--- config.mk ---
export PLATFORM = sky130hd
export DESIGN_NAME = mmu_pt_loader
export DESIGN_NICKNAME = d
export VERILOG_FILES = /design/src/rtl/mmu_pt_loader_pkg.sv /design/src/rtl/mmu_pt_loader.sv
export SDC_FILE = /design/constraint.sdc
export NUM_CORES = 1
export LEC_CHECK = 0
export CAP_MARGIN = 20
export CORE_ASPECT_RATIO = 1.25
export CORE_MARGIN = 1.5
export CORE_UTILIZATION = 51
export CTS_BUF_LIST = sky130_fd_sc_hd__clkbuf_4 sky130_fd_sc_hd__clkbuf_8
export CTS_CLUSTER_DIAMETER = 40
export CTS_CLUSTER_SIZE = 20
export DETAILED_ROUTE_END_ITERATION = 12
export PLACE_DENSITY = 0.88
export SKIP_CTS_REPAIR_TIMING = 1
export SYNTH_ARGS = -nofsm -noshare
export SYNTH_HDL_FRONTEND = slang
export SYNTH_SLANG_ARGS = --single-unit
--- constraint.sdc ---
create_clock -name i_clk -period 5.88 [get_ports i_clk]
set_input_delay 1.47 -clock i_clk [delete_from_list [all_inputs] [get_ports i_clk]]
set_output_delay 1.47 -clock i_clk [all_outputs]
set_load 0.01 [all_outputs]
--- src/rtl/mmu_pt_loader_pkg.sv ---
// Shared sizing, state encoding and SR index helper for the MMU page-table loader.
package mmu_pt_loader_pkg;

  localparam int unsigned RW         = 16;
  localparam int unsigned EXT_ADDR_W = 24;
  localparam int unsigned PT_ENT     = 16;
  localparam int unsigned IDX_W      = $clog2(PT_ENT);

  localparam logic [RW-1:0] SR_START = 16'h0010;

  typedef enum logic [1:0] {
    StIdle,
    StReq,
    StWr,
    StDone
  } state_e;

  // SR index that holds page-table entry idx.
  function automatic logic [RW-1:0] pt_sel(input logic [IDX_W-1:0] idx);
    return SR_START + RW'(idx);
  endfunction

endpackage

--- src/rtl/mmu_pt_loader.sv ---
// Reloads the MMU page table from external memory on a context switch and
// replays any CPU SR write that arrived while the reload was in flight.
module mmu_pt_loader
  import mmu_pt_loader_pkg::*;
(
  input  logic                  i_clk,
  input  logic                  i_rst,
  input  logic                  i_sw_req,
  input  logic [EXT_ADDR_W-1:0] i_sw_base,
  input  logic                  i_sw_paging,
  output logic                  o_mem_req,
  output logic [EXT_ADDR_W-1:0] o_mem_addr,
  input  logic                  i_mem_ack,
  input  logic [RW-1:0]         i_mem_data,
  input  logic [RW-1:0]         i_cpu_sr_sel,
  input  logic [RW-1:0]         i_cpu_sr_data,
  input  logic                  i_cpu_sr_ie,
  input  logic                  i_cpu_pg_we,
  input  logic                  i_cpu_pg_val,
  output logic [RW-1:0]         o_sr_pt_sel,
  output logic [RW-1:0]         o_sr_data,
  output logic                  o_sr_pt_ie,
  output logic                  o_paging_enable,
  output logic                  o_busy,
  output logic                  o_done
);

  state_e                state_q, state_d;
  logic [IDX_W-1:0]      idx_q, idx_d;
  logic [EXT_ADDR_W-1:0] base_q, base_d;
  logic                  pg_lat_q, pg_lat_d;
  logic [RW-1:0]         word_q, word_d;
  logic                  paging_q, paging_d;
  logic                  busy_q;
  logic                  hold_vld_q, hold_vld_d;
  logic [RW-1:0]         hold_sel_q, hold_sel_d;
  logic [RW-1:0]         hold_data_q, hold_data_d;

  always_comb begin
    state_d     = state_q;
    idx_d       = idx_q;
    base_d      = base_q;
    pg_lat_d    = pg_lat_q;
    word_d      = word_q;
    paging_d    = paging_q;
    hold_vld_d  = hold_vld_q;
    hold_sel_d  = hold_sel_q;
    hold_data_d = hold_data_q;
    o_mem_req   = 1'b0;
    o_sr_pt_ie  = 1'b0;
    o_sr_pt_sel = '0;
    o_sr_data   = '0;

    unique case (state_q)
      StIdle: begin
        o_sr_pt_ie  = i_cpu_sr_ie;
        o_sr_pt_sel = i_cpu_sr_sel;
        o_sr_data   = i_cpu_sr_data;
        if (i_cpu_pg_we) paging_d = i_cpu_pg_val;
        if (i_sw_req) begin
          base_d   = i_sw_base;
          idx_d    = '0;
          pg_lat_d = i_sw_paging;
          state_d  = StReq;
        end
      end
      StReq: begin
        o_mem_req = 1'b1;
        if (i_mem_ack) begin
          word_d  = i_mem_data;
          state_d = StWr;
        end
      end
      StWr: begin
        o_sr_pt_ie  = 1'b1;
        o_sr_pt_sel = pt_sel(idx_q);
        o_sr_data   = word_q;
        if (idx_q == IDX_W'(PT_ENT - 1)) begin
          state_d = StDone;
        end else begin
          idx_d   = idx_q + 1'b1;
          state_d = StReq;
        end
      end
      StDone: begin
        paging_d   = pg_lat_q;
        hold_vld_d = 1'b0;
        // A CPU write landing in this very cycle is newer than the held one.
        if (i_cpu_sr_ie) begin
          o_sr_pt_ie  = 1'b1;
          o_sr_pt_sel = i_cpu_sr_sel;
          o_sr_data   = i_cpu_sr_data;
        end else if (hold_vld_q) begin
          o_sr_pt_ie  = 1'b1;
          o_sr_pt_sel = hold_sel_q;
          o_sr_data   = hold_data_q;
        end
        state_d = StIdle;
      end
      default: state_d = StIdle;
    endcase

    if ((state_q == StReq || state_q == StWr) && i_cpu_sr_ie) begin
      hold_vld_d  = 1'b1;
      hold_sel_d  = i_cpu_sr_sel;
      hold_data_d = i_cpu_sr_data;
    end
  end

  always_ff @(posedge i_clk or posedge i_rst) begin
    if (i_rst) begin
      state_q     <= StIdle;
      idx_q       <= '0;
      base_q      <= '0;
      pg_lat_q    <= 1'b0;
      word_q      <= '0;
      paging_q    <= 1'b0;
      busy_q      <= 1'b0;
      hold_vld_q  <= 1'b0;
      hold_sel_q  <= '0;
      hold_data_q <= '0;
    end else begin
      state_q     <= state_d;
      idx_q       <= idx_d;
      base_q      <= base_d;
      pg_lat_q    <= pg_lat_d;
      word_q      <= word_d;
      paging_q    <= paging_d;
      busy_q      <= (state_d != StIdle);
      hold_vld_q  <= hold_vld_d;
      hold_sel_q  <= hold_sel_d;
      hold_data_q <= hold_data_d;
    end
  end

  assign o_mem_addr      = base_q + EXT_ADDR_W'(idx_q);
  assign o_paging_enable = paging_q;
  assign o_busy          = busy_q;
  assign o_done          = (state_q == StDone);

endmodule

==> impl_metrics.env, run 1 <==
export IMPL_synth_top_area_cell="dfrtp_1"
export IMPL_cp_required_ns=4.41
export IMPL_initial_core_util_pct=53.4
export IMPL_antenna_found_initial=0
export IMPL_drtIter0Drc=208
export IMPL_hp_class="flop to flop"
export IMPL_fin_ws_ns=0.995
export IMPL_clock_path_buffers=2
export IMPL_rsz0062_at_grt="false"
export IMPL_synth_net_count=448
export IMPL_drv_slew=0
export IMPL_post_route_min_period_ns=4.88
export IMPL_clock_root_buffer="clkbuf_8"
export IMPL_path_class="input port to output port"
export IMPL_diodes=0
export IMPL_die_w_um=84.3
export IMPL_synthCells=358
export IMPL_drt_wl_total_mm=10.7
export IMPL_finalNetCount=585
export IMPL_numCtsBuffers=9
export IMPL_rows=36
export IMPL_grt_pass1_vias=3620
export IMPL_cp_max_fo=32
export IMPL_ant_nets=0
export IMPL_dp_slack_ns=0.981
export IMPL_finalCritPeriodShare_pct=83.1
export IMPL_slew_headroom_pct=29.1
export IMPL_p_leak_nw=2.47
export IMPL_synth_flop_cell="dfrtp_1"
export IMPL_drv_cap=0
export IMPL_gp_congestion=0.834
export IMPL_worst_skew_pair_late_latency_ns=0.36
export IMPL_synth_seq_cells=82
export IMPL_cp_start_kind="input port"
export IMPL_avgSynthCellArea_um2=11.8
export IMPL_cts_sinks=82
export IMPL_yosysWarnings=0
export IMPL_min_to="word_q[4]"
export IMPL_track_usage_pct=24.8
export IMPL_num_vias=3487
export IMPL_pwr_density_cell_mw_per_mm2=519
export IMPL_die_area_mm2=0.00882
export IMPL_netlist_cell_type_count=43
export IMPL_nFillCells=544
export IMPL_via_per_inst=5.86
export IMPL_synth_top_area_share_pct=48.7
export IMPL_r2r_start="state_q[1]"
export IMPL_die_y_um=105
export IMPL_wl_per_cell_um=18.0
export IMPL_reg2regPathDepth=4
export IMPL_grt_max_degree=44
export IMPL_grt_overflow=0
export IMPL_grt_pass1_wl_mm=17.4
export IMPL_worstHoldPathCells=1
export IMPL_boundaryPins=141
export IMPL_finClkSkew_ns=0.0117
export IMPL_r2r_setup_slack_ns=3.60
export IMPL_async_reset_ff_share_pct=100
export IMPL_synth_edf_count=0
export IMPL_syn_cell_area_mm2=0.00421
export IMPL_critPathArrivalTime_ns=3.41
export IMPL_htreeDepth=3
export IMPL_core_area_mm2=0.00788
export IMPL_finalHoldViolCount=0
export IMPL_syn2layout_area_growth_pct=41.4
export IMPL_dpl_hpwl_mm=7.57
export IMPL_critPathLaunch="i_cpu_sr_ie"
export IMPL_cp_end_kind="output port"
export IMPL_hp_start="word_q[4]"
export IMPL_synth_commonest_cells="dfrtp_1 (82), mux2_2 (74), nor2_1 (38)"
export IMPL_r2r_end="base_q[9]"
export IMPL_cts_tree="built"
export IMPL_drt_pass1_iter_count=5
export IMPL_final_layout_size_suffix_gt1_share_pct=20.6
export IMPL_yosysSeqAreaShare_pct=48.7
export IMPL_clock_fmax_mhz=205
export IMPL_tightest_slew_ns=1.06
export IMPL_synth_most_common_cell="dfrtp_1"
export IMPL_status="finished clean"
export IMPL_drcViolationCount=0
export IMPL_yosys_top_cells_area="dfrtp_1 (49%), mux2_2 (20%), a222oi_1 (4.8%)"
export IMPL_clkTransAtPathRegs_ns=0.08
export IMPL_io_buffers=140
export IMPL_finalSetupViolCount=0
export IMPL_setup_tns_final_ns=0
export IMPL_vdd_drop_max_v=0.000317
[cells by family after synthesis]
family	share of synthesized area, %
muxes	19.8
DFF	48.7
AOI/OAI and AO/OA	10.6
and+or+nand+nor	10.7
adders and majority gates	3.15
xor gates and xnor gates	4.57
buffers and inverters	2.52
[worst max path at each step]
stage                                end  slack (ns)
after floorplan            o_sr_data[10]        2.08
after global placement    o_sr_pt_sel[3]        1.05
after detailed placement  o_sr_pt_sel[3]        0.98
after CTS                   o_sr_data[9]        0.97
after global routing      o_sr_pt_sel[3]        0.88
final                     o_sr_pt_sel[3]         1.0
[final cells by class]
cell class,instances,area (µm²),area share (%)
Inverter,6,23.8,0.399
Clock buffer,11,151,2.54
Sequential cell,82,2050,34.4
Timing Repair Buffer,146,1470,24.6
Multi-Input combinational cell,250,2060,34.6
Tap cell,95,119,2.00
Clock inverter,5,85.1,1.43
[worst max-delay path: stages]
cell and delay [ns]:
clkdlybuf4s50_1 0.50, nor3b_2 0.19, buf_4 0.36, a222oi_1 0.17, nor2_1 0.15, clkdlybuf4s50_1 0.55
[through the flow]
stage / hold WS, ns / total power [mW] / std cells / area [µm²] / utilization, %
4_1_cts: 0.514 / 3.09 / 594 / 5930 / 75.2
5_1_grt: 0.527 / 3.28 / 595 / 5960 / 75.6
2_1_floorplan: 0.478 / 1.92 / 358 / 4210 / -
3_3_place_gp: 0.485 / 2.54 / 578 / 5690 / 72.2
6_report: 0.512 / 3.09 / 595 / 5960 / 75.6
3_5_place_dp: 0.494 / 2.61 / 578 / 5690 / 72.2
[placed cells by master, fill, tap and decap left out, types with 9 or more instances in the layout]
cell type        netlist  final
dfrtp_1               82     82
a22oi_1               11     11
ha_1                   9      9
mux2_2                74     74
nand3_1               13     13
xnor2_1               14     14
nand2_1               14     14
clkdlybuf4s50_1        0    140
nor2_1                38     38
a222oi_1              20     20
clkbuf_8               0     11
[report_power, final]
group	total (mW)	switching, mW	internal [mW]
Clock	0.472	0.208	0.264
Combinational	1.55	0.662	0.890
Sequential	1.06	0.220	0.844
Total	3.09	1.09	2.00
[layer usage]
layer / up-vias / wire [µm] / global-route usage, %
li1: 1591 / - / -
met1: 1728 / 4290 / 30.2
met5: - / 0 / 0
met4: 0 / 165 / 8.43
met2: 155 / 5370 / 41.8
met3: 13 / 896 / 7.66
[state kept, by name (all words and copies together), names as in the netlist]
name,count
o_paging_enable,1
word_q,16
idx_q,4
hold_vld_q,1
hold_sel_q,16
o_busy,1
base_q,24
pg_lat_q,1
state_q,2
hold_data_q,16
(Power assumes the default switching activity.)
==> run 2, diff against run 1 <==
--- a/config.mk
+++ b/config.mk
@@ -8,12 +8,12 @@
 export CAP_MARGIN = 20
 export CORE_ASPECT_RATIO = 1.25
 export CORE_MARGIN = 1.5
-export CORE_UTILIZATION = 51
+export CORE_UTILIZATION = 47
 export CTS_BUF_LIST = sky130_fd_sc_hd__clkbuf_4 sky130_fd_sc_hd__clkbuf_8
 export CTS_CLUSTER_DIAMETER = 40
 export CTS_CLUSTER_SIZE = 20
 export DETAILED_ROUTE_END_ITERATION = 12
-export PLACE_DENSITY = 0.88
+export PLACE_DENSITY = 0.82
 export SKIP_CTS_REPAIR_TIMING = 1
 export SYNTH_ARGS = -nofsm -noshare
 export SYNTH_HDL_FRONTEND = slang
==> constraint.sdc (replaced) <==
create_clock -name i_clk -period 4.7 [get_ports i_clk]
set_input_delay 1.175 -clock i_clk [delete_from_list [all_inputs] [get_ports i_clk]]
set_output_delay 1.175 -clock i_clk [all_outputs]
set_load 0.01 [all_outputs]
==> impl_metrics.env, run 2 (synthesized netlist as in run 1, its figures left out) <==
export IMPL_syn2layout_area_growth_pct=41.6
export IMPL_gp_congestion=0.864
export IMPL_numCtsBuffers=9
export IMPL_drv_cap=0
export IMPL_critical_path_buf_inv_count=3
export IMPL_drcViolationCount=0
export IMPL_die_y_um=109
export IMPL_die_w_um=87.7
export IMPL_post_route_min_period_ns=4.36
export IMPL_track_usage_pct=22.2
export IMPL_io_buffers=140
export IMPL_htreeDepth=3
export IMPL_diodes=0
export IMPL_pwr_density_cell_mw_per_mm2=628
export IMPL_ant_nets=0
export IMPL_clkTransAtPathRegs_ns=0.08
export IMPL_vdd_drop_max_v=0.000374
export IMPL_die_area_mm2=0.00954
export IMPL_tightest_slew_ns=1.10
export IMPL_crit_chain="clkdlybuf4s50_1 -> a21o_1 -> buf_4 -> a222oi_1 -> nor2_1 -> clkdlybuf4s50_1"
export IMPL_mostFrequentLayoutCell="clkdlybuf4s50_1"
export IMPL_finalHoldViolCount=0
export IMPL_worst_skew_pair_late_latency_ns=0.34
export IMPL_r2r_setup_slack_ns=2.22
export IMPL_cts_tree="built"
export IMPL_antenna_found_initial=0
export IMPL_drt_pass1_iter_count=6
export IMPL_rows=38
export IMPL_largest_reg_flops=24
export IMPL_grt_pass1_wl_mm=16.5
export IMPL_crit_family="buffers and inverters"
export IMPL_finClkSkew_ns=0.00934
export IMPL_post_route_util_pct=68.5
export IMPL_max_stage_delay_ns=0.56
export IMPL_hp_class="flop to flop"
export IMPL_setup_tns_final_ns=0
export IMPL_initial_core_util_pct=48.4
export IMPL_critPathArrivalTime_ns=3.19
export IMPL_drtIter0Drc=253
export IMPL_num_vias=3455
export IMPL_dpl_hpwl_mm=7.71
export IMPL_cp_start_kind="input port"
export IMPL_cp_required_ns=3.52
export IMPL_cp_common_cell="clkdlybuf4s50_1"
export IMPL_clock_path_buffers=2
export IMPL_regMostFlops="base_q"
export IMPL_clock_fmax_mhz=229
export IMPL_status="finished clean"
export IMPL_clock_root_buffer="clkbuf_8"
export IMPL_core_area_mm2=0.00870
export IMPL_layout_common_cells="clkdlybuf4s50_1 (140), dfrtp_1 (82), mux2_2 (74), nor2_1 (38), a222oi_1 (20)"
export IMPL_path_class="input port to output port"
export IMPL_holdWs_ns=0.511
export IMPL_finalSetupViolCount=0
export IMPL_finalCritPeriodShare_pct=92.8
export IMPL_grt_max_degree=58
export IMPL_via_per_inst=5.55
export IMPL_cp_max_fo=13
export IMPL_grt_overflow=0
export IMPL_drt_wl_total_mm=10.3
export IMPL_slew_headroom_pct=27.0
export IMPL_final_layout_size_suffix_gt1_share_pct=20.9
export IMPL_cp_end_kind="output port"
export IMPL_p_leak_nw=2.46
export IMPL_finalNetCount=587
export IMPL_cts_sinks=82
export IMPL_grt_pass1_vias=3451
export IMPL_boundaryPins=141
export IMPL_drv_slew=0
export IMPL_cpMaxStageDelayCell="clkdlybuf4s50_1"
export IMPL_rsz0062_at_grt="false"
export IMPL_wl_per_cell_um=16.6
[run 2: cell types whose count changed in the layout (fill, tap and decap cells not counted)]
| cell | before | now |
|---|---|---|
| clkbuf_8 | 11 | 9 |
| clkinv_2 | 1 | 3 |
| bufinv_16 | 2 | 1 |
| buf_4 | 5 | 7 |
| clkbuf_4 | 0 | 1 |
[run 2: power by group]
part           internal [mW]  switching, mW
Clock                  0.252          0.242
Sequential              1.06          0.274
Combinational           1.11          0.812
[run 2: through the flow]
| stage | instances | power, mW | cell area [µm²] | setup slack, ns |
|---|---|---|---|---|
| final | 622 | 3.75 | 5960 | 0.336 |
| after global routing | 622 | 4.00 | 5960 | 0.229 |
| after CTS | 621 | 3.77 | 5940 | 0.349 |
| after detailed placement | 605 | 3.26 | 5740 | 0.348 |
| after global placement | 605 | 3.19 | 5740 | 0.410 |
| after floorplan | 358 | 2.40 | 4210 | 1.42 |
[run 2: path summary, 6_finish.rpt]
kind	start	endpoint	cells after the start
setup / recovery	i_cpu_sr_ie	o_sr_pt_sel[3]	6
hold / removal	hold_data_q[12]	hold_data_q[12]	1
setup reg to reg	state_q[1]	word_q[1]	5
hold reg to reg	hold_data_q[12]	hold_data_q[12]	1
max in group asynchronous	i_rst	hold_data_q[7]	4
min in group asynchronous	i_rst	base_q[9]	2
[run 2: area by class of cell]
type                       count  area (µm²)
clock buffer                  10         131
clock inverter                 6        65.1
fill                         695        2740
inverter                       6        23.8
multi-input combinational    250        2060
sequential                    82        2050
tap                          120         150
timing repair buffer         148        1480
[run 2: per-layer routing]
metal / wire length, µm / global-route usage [%] / vias to the layer above / share of wire [%]
li1: - / - / 1605 / -
met1: 4270 / 28.3 / 1698 / 41
met2: 5260 / 37.9 / 139 / 51
met3: 679 / 3.94 / 13 / 6.6
met4: 133 / 7.60 / 0 / 1.3
met5: 0 / 0 / - / 0
[run 2: worst register-to-register path, stage by stage (launching register included)]
cell and delay, ns:
dfrtp_1 0.42, inv_1 0.11, ha_1 0.49, buf_4 0.38, nand2_1 0.50, mux2_2 0.46
==> run 3, diff against run 2 <==
--- a/config.mk
+++ b/config.mk
@@ -13,7 +13,7 @@
 export CTS_CLUSTER_DIAMETER = 40
 export CTS_CLUSTER_SIZE = 20
 export DETAILED_ROUTE_END_ITERATION = 12
-export PLACE_DENSITY = 0.82
+export PLACE_DENSITY = 0.87
 export SKIP_CTS_REPAIR_TIMING = 1
 export SYNTH_ARGS = -nofsm -noshare
 export SYNTH_HDL_FRONTEND = slang
==> impl_metrics.env, run 3 (synthesized netlist as in run 1, its figures left out) <==
export IMPL_wl_per_cell_um=17.1
export IMPL_critPathArrivalTime_ns=3.14
export IMPL_regMostFlops="base_q"
export IMPL_track_usage_pct=23.0
export IMPL_finalNetCount=587
export IMPL_p_int_mw=2.39
export IMPL_hp_class="flop to flop"
export IMPL_cp_max_fo=12
export IMPL_htreeDepth=3
export IMPL_pwr_share_comb_pct=51.9
export IMPL_io_buffers=140
export IMPL_clock_root_buffer="clkbuf_8"
export IMPL_grt_pass1_vias=3543
export IMPL_boundaryPins=141
export IMPL_rows=38
export IMPL_slew_headroom_pct=27.9
export IMPL_setup_tns_final_ns=0
export IMPL_path_class="input port to output port"
export IMPL_ant_nets=0
export IMPL_mostFrequentLayoutCell="clkdlybuf4s50_1"
export IMPL_fin_ws_ns=0.389
export IMPL_p_leak_nw=2.45
export IMPL_die_area_mm2=0.00954
export IMPL_clkTransAtPathRegs_ns=0.07
export IMPL_dp_slack_ns=0.414
export IMPL_grt_pass1_wl_mm=16.8
export IMPL_worst_skew_pair_late_latency_ns=0.35
export IMPL_clkPwrFrac_pct=12.4
export IMPL_vdd_drop_max_v=0.000361
export IMPL_via_per_inst=5.51
export IMPL_status="finished clean"
export IMPL_final_layout_size_suffix_gt1_share_pct=20.6
export IMPL_drcViolationCount=0
export IMPL_drt_wl_total_mm=10.6
export IMPL_grt_max_degree=64
export IMPL_die_w_um=87.7
export IMPL_finalSetupViolCount=0
export IMPL_drtIter0Drc=177
export IMPL_power_mw=3.72
export IMPL_holdWs_ns=0.512
export IMPL_finalHoldViolCount=0
export IMPL_cp_required_ns=3.52
export IMPL_clock_fmax_mhz=232
export IMPL_drv_cap=0
export IMPL_post_route_min_period_ns=4.31
export IMPL_tightest_slew_ns=1.08
export IMPL_cp_end_kind="output port"
export IMPL_rsz0062_at_grt="false"
export IMPL_num_vias=3416
export IMPL_switchingPower_mw=1.33
export IMPL_cp_start_kind="input port"
export IMPL_gp_congestion=0.900
export IMPL_initial_core_util_pct=48.4
export IMPL_dpl_hpwl_mm=7.82
export IMPL_power_frac_seq_pct=35.7
export IMPL_cts_tree="built"
export IMPL_numCtsBuffers=9
export IMPL_layout_common_cells="clkdlybuf4s50_1 (140), dfrtp_1 (82), mux2_2 (74), nor2_1 (38), a222oi_1 (20)"
export IMPL_die_y_um=109
export IMPL_core_area_mm2=0.00870
export IMPL_largest_reg_flops=24
export IMPL_drt_pass1_iter_count=6
export IMPL_antenna_found_initial=0
export IMPL_finClkSkew_ns=0.00711
export IMPL_finalCritPeriodShare_pct=91.7
export IMPL_pwr_density_cell_mw_per_mm2=626
export IMPL_syn2layout_area_growth_pct=41.0
export IMPL_drv_slew=0
export IMPL_diodes=0
export IMPL_cts_sinks=82
export IMPL_p_sw_share_pct=35.8
export IMPL_grt_overflow=0
export IMPL_clock_path_buffers=2
## run 3: critical path, stage by stage
cell and delay [ns]:
clkdlybuf4s50_1 0.57, a21o_1 0.30, buf_4 0.24, a222oi_1 0.10
nor2_1 0.17, clkdlybuf4s50_1 0.58
## run 3: cell type report
class | count | area, µm²
fillers | 642 | 2760
inverters | 6 | 23.8
flip-flops and latches | 82 | 2050
clock inverters | 2 | 13.8
multi-input cells | 250 | 2060
repair buffers | 148 | 1480
clock buffers | 12 | 159
well taps | 120 | 150
## run 3: per-stage QoR
stage	util [%]	cells	cell area, µm²
2_1_floorplan	-	358	4210
3_3_place_gp	66.0	605	5740
3_5_place_dp	66.0	605	5740
4_1_cts	67.9	619	5910
5_1_grt	68.3	620	5940
6_report	68.3	620	5940
## run 3: power groups by stage
stage               combinational [mW]  sequential, mW  clock (mW)
finish                            1.93            1.33       0.461
CTS                               1.94            1.33       0.471
global route                      2.09            1.38       0.496
global placement                  1.87            1.32           0
floorplan                         1.14            1.26           0
detailed placement                1.93            1.34           0
## run 3: per-layer routing
metal | routed length (µm) | track usage (%) | part of all wire (%)
met2 | 5420 | 40.3 | 51
met4 | 249 | 10.4 | 2.3
met3 | 703 | 4.62 | 6.6
met1 | 4230 | 26.9 | 40
met5 | 0 | 0 | 0
## run 3: path summary, 6_finish.rpt
kind,startpoint,to,slack (ns),cells past startpoint
worst max-delay path,i_cpu_sr_ie,o_sr_data[8],0.39,6
worst min-delay path,hold_data_q[15],hold_data_q[15],0.51,1
worst max register to register,state_q[0],idx_q[3],2.36,6
worst min register to register,hold_data_q[15],hold_data_q[15],0.51,1
max in group asynchronous,i_rst,base_q[12],3.02,3
min in group asynchronous,i_rst,base_q[11],1.10,2
